==> config.mk <==
export PLATFORM = sky130hd
export DESIGN_NAME = la_ioring_cfg
export DESIGN_NICKNAME = d
export VERILOG_FILES = /design/src/rtl/la_ioring_cfg.sv
export SDC_FILE = /design/constraint.sdc
export NUM_CORES = 1
export LEC_CHECK = 0
export ABC_CLOCK_PERIOD_IN_PS = 5850
export BUFFER_PORTS_ARGS = -buffer_cell sky130_fd_sc_hd__buf_4
export CAP_MARGIN = 20
export CORE_MARGIN = 2
export CORE_UTILIZATION = 60
export CTS_CLUSTER_SIZE = 24
export DETAILED_ROUTE_END_ITERATION = 12
export GPL_ROUTABILITY_DRIVEN = 1
export GPL_TIMING_DRIVEN = 0
export PLACE_DENSITY = 0.85
export SETUP_SLACK_MARGIN = 0.02
export SYNTH_ARGS = -nofsm -noshare
export SYNTH_HDL_FRONTEND = slang
export SYNTH_SLANG_ARGS = --single-unit
==> constraint.sdc <==
create_clock -name clk -period 5.85 [get_ports clk]
set_input_delay 0.2925 -clock clk [delete_from_list [all_inputs] [get_ports clk]]
set_output_delay 0.2925 -clock clk [all_outputs]
set_load 0.1 [all_outputs]
==> src/rtl/la_ioring_cfg.sv <==
// la_ioring_cfg: power-up sequencing and serial pad-configuration loader
// for a lambda-style io ring. It drives sclk/sdata/load/ring_en on the low
// bits of the generic ioring bus and ties the upper bits to zero.
module la_ioring_cfg #(
  parameter int unsigned RINGW  = 8,
  parameter int unsigned NPADS  = 16,
  parameter int unsigned CFGW   = 4,
  parameter int unsigned CLKDIV = 4,
  parameter int unsigned PORDLY = 16
) (
  input  logic                   clk,
  input  logic                   nreset,
  input  logic                   cfg_valid,
  output logic                   cfg_ready,
  input  logic [NPADS*CFGW-1:0]  cfg_data,
  output logic                   busy,
  output logic                   ring_en,
  output logic [RINGW-1:0]       ioring
);

  localparam int unsigned N      = NPADS * CFGW;
  localparam int unsigned CNTMAX = (PORDLY > CLKDIV) ? PORDLY : CLKDIV;
  localparam int unsigned CW     = $clog2(CNTMAX + 1);
  localparam int unsigned BW     = $clog2(N + 1);

  typedef enum logic [1:0] {
    PWRUP,
    IDLE,
    SHIFT,
    LOAD
  } state_t;

  state_t          state_q;
  logic [CW-1:0]   cnt_q;
  logic [BW-1:0]   bit_q;
  logic [N-1:0]    sr_q;
  logic [N-1:0]    sr_shl;
  logic            sclk_q;
  logic            sdata_q;
  logic            load_q;
  logic            ring_en_q;
  logic            ready_q;
  logic            busy_q;

  // Next pad-config bit is always taken from the MSB after a left shift.
  assign sr_shl = sr_q << 1;

  // Sequencer: power-up delay, accept, MSB-first shift, load strobe.
  always_ff @(posedge clk or negedge nreset) begin
    if (!nreset) begin
      state_q   <= PWRUP;
      cnt_q     <= '0;
      bit_q     <= '0;
      sr_q      <= '0;
      sclk_q    <= 1'b0;
      sdata_q   <= 1'b0;
      load_q    <= 1'b0;
      ring_en_q <= 1'b0;
      ready_q   <= 1'b0;
      busy_q    <= 1'b0;
    end else begin
      case (state_q)
        PWRUP: begin
          if (cnt_q == CW'(PORDLY - 1)) begin
            cnt_q     <= '0;
            ring_en_q <= 1'b1;
            ready_q   <= 1'b1;
            state_q   <= IDLE;
          end else begin
            cnt_q <= cnt_q + CW'(1);
          end
        end
        IDLE: begin
          if (cfg_valid) begin
            sr_q    <= cfg_data;
            sdata_q <= cfg_data[N-1];
            bit_q   <= '0;
            cnt_q   <= '0;
            ready_q <= 1'b0;
            busy_q  <= 1'b1;
            state_q <= SHIFT;
          end
        end
        SHIFT: begin
          if (cnt_q != CW'(CLKDIV - 1)) begin
            cnt_q <= cnt_q + CW'(1);
          end else begin
            cnt_q <= '0;
            if (!sclk_q) begin
              sclk_q <= 1'b1;
            end else begin
              // End of a high phase: either start the next bit or go to load.
              sclk_q <= 1'b0;
              if (bit_q == BW'(N - 1)) begin
                sdata_q <= 1'b0;
                load_q  <= 1'b1;
                state_q <= LOAD;
              end else begin
                bit_q   <= bit_q + BW'(1);
                sr_q    <= sr_shl;
                sdata_q <= sr_shl[N-1];
              end
            end
          end
        end
        LOAD: begin
          if (cnt_q != CW'(CLKDIV - 1)) begin
            cnt_q <= cnt_q + CW'(1);
          end else begin
            cnt_q   <= '0;
            load_q  <= 1'b0;
            busy_q  <= 1'b0;
            ready_q <= 1'b1;
            state_q <= IDLE;
          end
        end
        default: state_q <= PWRUP;
      endcase
    end
  end

  assign cfg_ready = ready_q;
  assign busy      = busy_q;
  assign ring_en   = ring_en_q;

  // Ring bus: low four bits carry the control signals, the rest are tied low.
  always_comb begin
    ioring      = '0;
    ioring[3:0] = {ring_en_q, load_q, sdata_q, sclk_q};
  end

endmodule

* Word-level counts from Yosys, hierarchy flattened
Index checks and enable logic that the tools add are counted.
Storage, ports and cells: register bits 83, input port bits 67, output and inout port bits 11, logic and storage cells 78
Cells by class: $add $sub $neg 2, eq/ne operators 13, muxes and demuxes 38, bitwise gates (word level) 1, reduce and logical (&&, ||, !) cells 14
Operator list (number):
- 63-bit 2-to-1 mux | 4
- 63-bit case mux with 2 select lines | 1
- 7-bit 2-to-1 mux | 4
- 5-bit 2-to-1 mux | 3
- 5-bit case mux with 3 select lines | 1
- 2-bit inequality test, second input constant | 7
- 7-bit case mux with 2 select lines | 1
- 1-bit 2-to-1 mux | 13
- 2-bit 2-to-1 mux | 6
- 5-bit AND reduction | 2
- 2-bit case mux with 4 select lines | 1
- 4-bit AND reduction | 2
- 7-bit by 1-bit adder with 7-bit output, second input constant | 1
- 7-bit by 6-bit == test with 1-bit output, second input constant | 1
- 1-bit case mux with 2 select lines | 3
- 6-bit AND reduction | 1
- 2-bit nonzero test | 3
- 5-bit by 1-bit adder with 5-bit output, second input constant | 1
- 5-bit by 4-bit == test with 1-bit output, second input constant | 1
- 5-bit by 2-bit inequality test with 1-bit output, second input constant | 1
- 2-bit == test, second input constant | 2
- 2-bit AND reduction | 2
- 1-bit case mux with 3 select lines | 1
- 3-bit AND reduction | 1
- other kinds (5) | 5

* Logic depth before layout (Yosys ltp)
depth after elaboration 5, mapped depth 9, depth with buffers taken out 6

* Worst setup path after synthesis
No wires, ideal clock.
kind flip-flop to flip-flop, from reg state_q[0], to reg sr_q[39], library setup time 127 ps, arrival 2198 ps, required time 5723 ps, setup slack 3525 ps, cell stages (with the launch flop) 8, path buffers 3, period minus slack after synthesis 2325 ps, cells stage by stage dfrtp_1 inv_1 ha_1 clkbuf_1 clkbuf_1 clkbuf_1 mux2_2 mux2_1
Between the ends: cells in the longest elaborated chain, start to end 3, elaborated cells between the ends (all ways) 9, classes of those cells eq/ne (6); mux (1); reduce/logical (2)
RTL lines:
- from (decl) | RTL line 33 | state_t state_q;
- from (signal assigned) | RTL line 51 | state_q <= PWRUP;
- from (signal assigned) | RTL line 68 | state_q <= IDLE;
- from (signal assigned) | RTL line 81 | state_q <= SHIFT;
- 2-bit == test / 2-bit by 1-bit == test with 1-bit output (equally long branches) | RTL line 62 | case (state_q)
- 2-bit inequality test (no line) / 2-bit nonzero test (equally long branches)
- 5-bit AND reduction (no line)
- to (signal assigned) | RTL line 75 | sr_q <= cfg_data;
- to (signal assigned) | RTL line 100 | sr_q <= sr_shl;
- to (decl) | RTL line 36 | logic [N-1:0] sr_q;
Several ways; a longest one is shown, not always the timed one. A chain may end at the register's enable or synchronous reset.

* Worst setup path in the final report
Same ends and word-level chain as after synthesis.

==> impl_metrics.tcl <==
set metrics [dict create \
    status "finished clean" \
    hold-worst-slack_ps 281 \
    finalSetupTns_ps 0 \
    cp-start-kind "flop" \
    crit_fanout 10 \
    antenna_found_initial 0 \
    rsz0062_at_grt "false" \
    slowest_stage "clkbuf_1" \
    start_util 0.614 \
    critPathArrivalTime_ps 3010 \
    cts_buffers 9 \
    fill_cells 512 \
    clk_path_buf_depth 2 \
    drt-total-wl_um 8330 \
    cts_setup_buffers 0 \
    nNetsFinal 503 \
    maxSlewViolCount 0 \
    synthArstFlopShare 1.00 \
    ys_warn_count 0 \
    io_buffers 73 \
    power_density_mw_per_mm2 469 \
    pin_count 78 \
    crit_chain "inv_1, ha_1, clkbuf_1, clkbuf_1, clkbuf_1, mux2_2, mux2_1" \
    peakVddDrop_mv 0.244 \
    hold_class "input pin to flop" \
    die_h_um 89.7 \
    design.core.area_mm2 0.00718 \
    dieArea_mm2 0.00805 \
    worst_pin_slew_ps 638 \
    finalSetupViolations 0 \
    htree_levels 3 \
    critPathCaptureType "flop" \
    cts.sinks 83 \
    ys_seq_elements 83 \
    finalPower_uw 2510 \
    netlist_area_mm2 0.00441 \
    min_period_over_period 0.475 \
    period_minus_slack_ps 2780 \
    rows 31 \
    yosys_most_used_dff "dfrtp_1" \
    timing.slew.headroom 0.575 \
    first_pass_iters 4 \
    criticalPathCategory "flop to flop" \
    cap_viol_max_count 0 \
    die_w_um 89.7 \
    hold_viol_final 0 \
    globalplace.congestion 0.820 \
    cpPeakStageDelay_ps 470 \
    clock_skew_ps 8.98 \
    seq_area_frac_synth 0.471 \
    clkTransAtPathRegs_ps 80 \
    max_freq_mhz 360 \
    syn_to_final_growth_pct 21.5 \
    ys_types 45 \
    grt_pass1_vias 3087 \
    grt_max_degree 84 \
    final_layout_size_suffix_gt1_frac 0.537 \
    root_buffer "clkbuf_8" \
    tritoncts "yes" \
    crit_path_frequent_cell "clkbuf_1" \
    hold_buffers 0 \
    track_usage 0.216 \
    cp_top_family "buffers and inverters" \
    grt_pass1_wl_um 14200 \
    crit_required_ps 6080 \
    wl_per_cell_um 15.7 \
    p_leak_uw 0.00234 \
    ant_nets 0 \
    n_antenna_cell 0 \
    overflow 0 \
    path_buf_inv 4 \
    vias 2922 \
    syn_inst 338 \
    clock_latency_ps 350 \
    drt_iter0_drc 104 \
    hpwlAfterDp_um 5910 \
    synth_edf_count 0 \
    post-route-drc-count 0 \
    synth_area_per_cell_um2 13.0 \
    ctsResizeCount 0 \
    vias_per_cell 5.50 \
]
==> through the flow <==
stage	cell area, um2	worst slack (ps)	cells	util
3_5_place_dp	5090	3040	513	0.710
3_3_place_gp	5090	3090	513	0.710
2_1_floorplan	4420	3520	341	-
4_1_cts	5320	3030	529	0.741
5_1_grt	5360	2850	531	0.747
6_report	5360	3070	531	0.747
==> cells in the mapped netlist, drive strengths merged (2+ instances only) <==
| library cell | n | share of area |
|---|---|---|
| buf | 15 | 0.035 |
| nor2b | 2 | 0.0028 |
| dfrtp | 83 | 0.47 |
| nand2b | 4 | 0.0057 |
| clkbuf | 9 | 0.0077 |
| nand2 | 10 | 0.0085 |
| o21ai | 11 | 0.015 |
| and2 | 3 | 0.0043 |
| a21oi | 4 | 0.0045 |
| nand3b | 3 | 0.0051 |
| mux2 | 127 | 0.32 |
| o21bai | 2 | 0.0034 |
| nand3 | 6 | 0.0068 |
| o21a | 2 | 0.0034 |
| nor2 | 8 | 0.0074 |
| a221o | 2 | 0.0045 |
| ha | 9 | 0.026 |
| nor3b | 3 | 0.0051 |
| nor3 | 2 | 0.0023 |
| o211ai | 5 | 0.0085 |
| o2bb2ai | 2 | 0.0040 |
| nor4 | 2 | 0.0028 |
| inv | 7 | 0.0060 |
| nand4 | 2 | 0.0062 |
==> worst reg2reg max path, cell delays in order (launching register included) <==
cell and delay [ps]:
dfrtp_1 410, inv_1 170, ha_1 170, clkbuf_1 290, clkbuf_1 460, clkbuf_1 470
mux2_2 390, mux2_1 300
==> cells in the final DEF (no fill, tap or decap), types with 2 or more instances in the layout <==
master / count
nor3b_1: 3
nor2_1: 7
ha_1: 9
nand2b_1: 4
nor4_1: 2
o21a_1: 2
bufinv_16: 2
o21bai_1: 2
conb_1: 4
buf_4: 81
o2bb2ai_1: 2
o211ai_1: 5
nand3_1: 6
and2_1: 3
a21oi_1: 4
nor2b_1: 2
clkbuf_1: 10
nand2_1: 10
nor3_1: 2
mux2_2: 123
nand3b_1: 3
mux2_1: 4
o21ai_0: 10
a221o_1: 2
buf_8: 6
clkbuf_8: 11
dfrtp_1: 83
inv_1: 7
==> cells by family (layout without fill, tap and decap cells) <==
logic type / after synthesis / in the layout / share of synthesized area
adders and majority gates: 9 / 9 / 0.0255
buffers and inverters: 31 / 122 / 0.0488
AOI/OAI and AO/OA: 35 / 35 / 0.0556
and+or+nand+nor: 50 / 50 / 0.0695
muxes: 128 / 128 / 0.327
DFF: 83 / 83 / 0.471
other: 1 / 4 / 0.000850
xor gates and xnor gates: 1 / 1 / 0.00199
==> area by class of cell <==
class                   count  area [um2]  area share
flip-flops and latches     83        2080       0.388
clock inverters             4        72.6      0.0135
clock buffers              12         155      0.0290
repair buffers             75         586       0.109
inverters                   7        26.3     0.00490
multi-input cells         227        2130       0.397
well taps                  99         124      0.0231
plain buffers              24         189      0.0353
==> state kept, by name, indices dropped and copies added (netlist names) <==
name       flops
sr_q          63
bit_q          7
cnt_q          5
state_q        2
busy           1
cfg_ready      1
load_q         1
ring_en        1
sclk_q         1
sdata_q        1
==> worst paths after layout <==
kind                            startpoint       end  slack, ps  depth (start not counted)
min in group asynchronous           nreset  cnt_q[4]        330                          2
worst min register to register     sr_q[0]   sr_q[0]        490                          1
worst max-delay path            state_q[0]  sr_q[39]       3070                          7
worst max register to register  state_q[0]  sr_q[39]       3070                          7
worst min-delay path             cfg_valid      busy        280                          3
max in group asynchronous           nreset  sr_q[29]       4920                          3
==> power by group <==
group	internal [uW]	switching (uW)	leakage, uW
combinational	579	485	0.00122
sequential	834	147	0.00101
clock	263	205	0.000113
==> layer usage <==
metal,share of wire,vias to the layer above,wire [um],GRT usage
li1,-,1389,-,-
met1,0.42,1447,3490,0.275
met2,0.50,74,4200,0.364
met3,0.059,12,489,0.0444
met4,0.018,0,148,0.0872
met5,0,-,0,0
No activity file was read; power rests on OpenSTA's default activity.
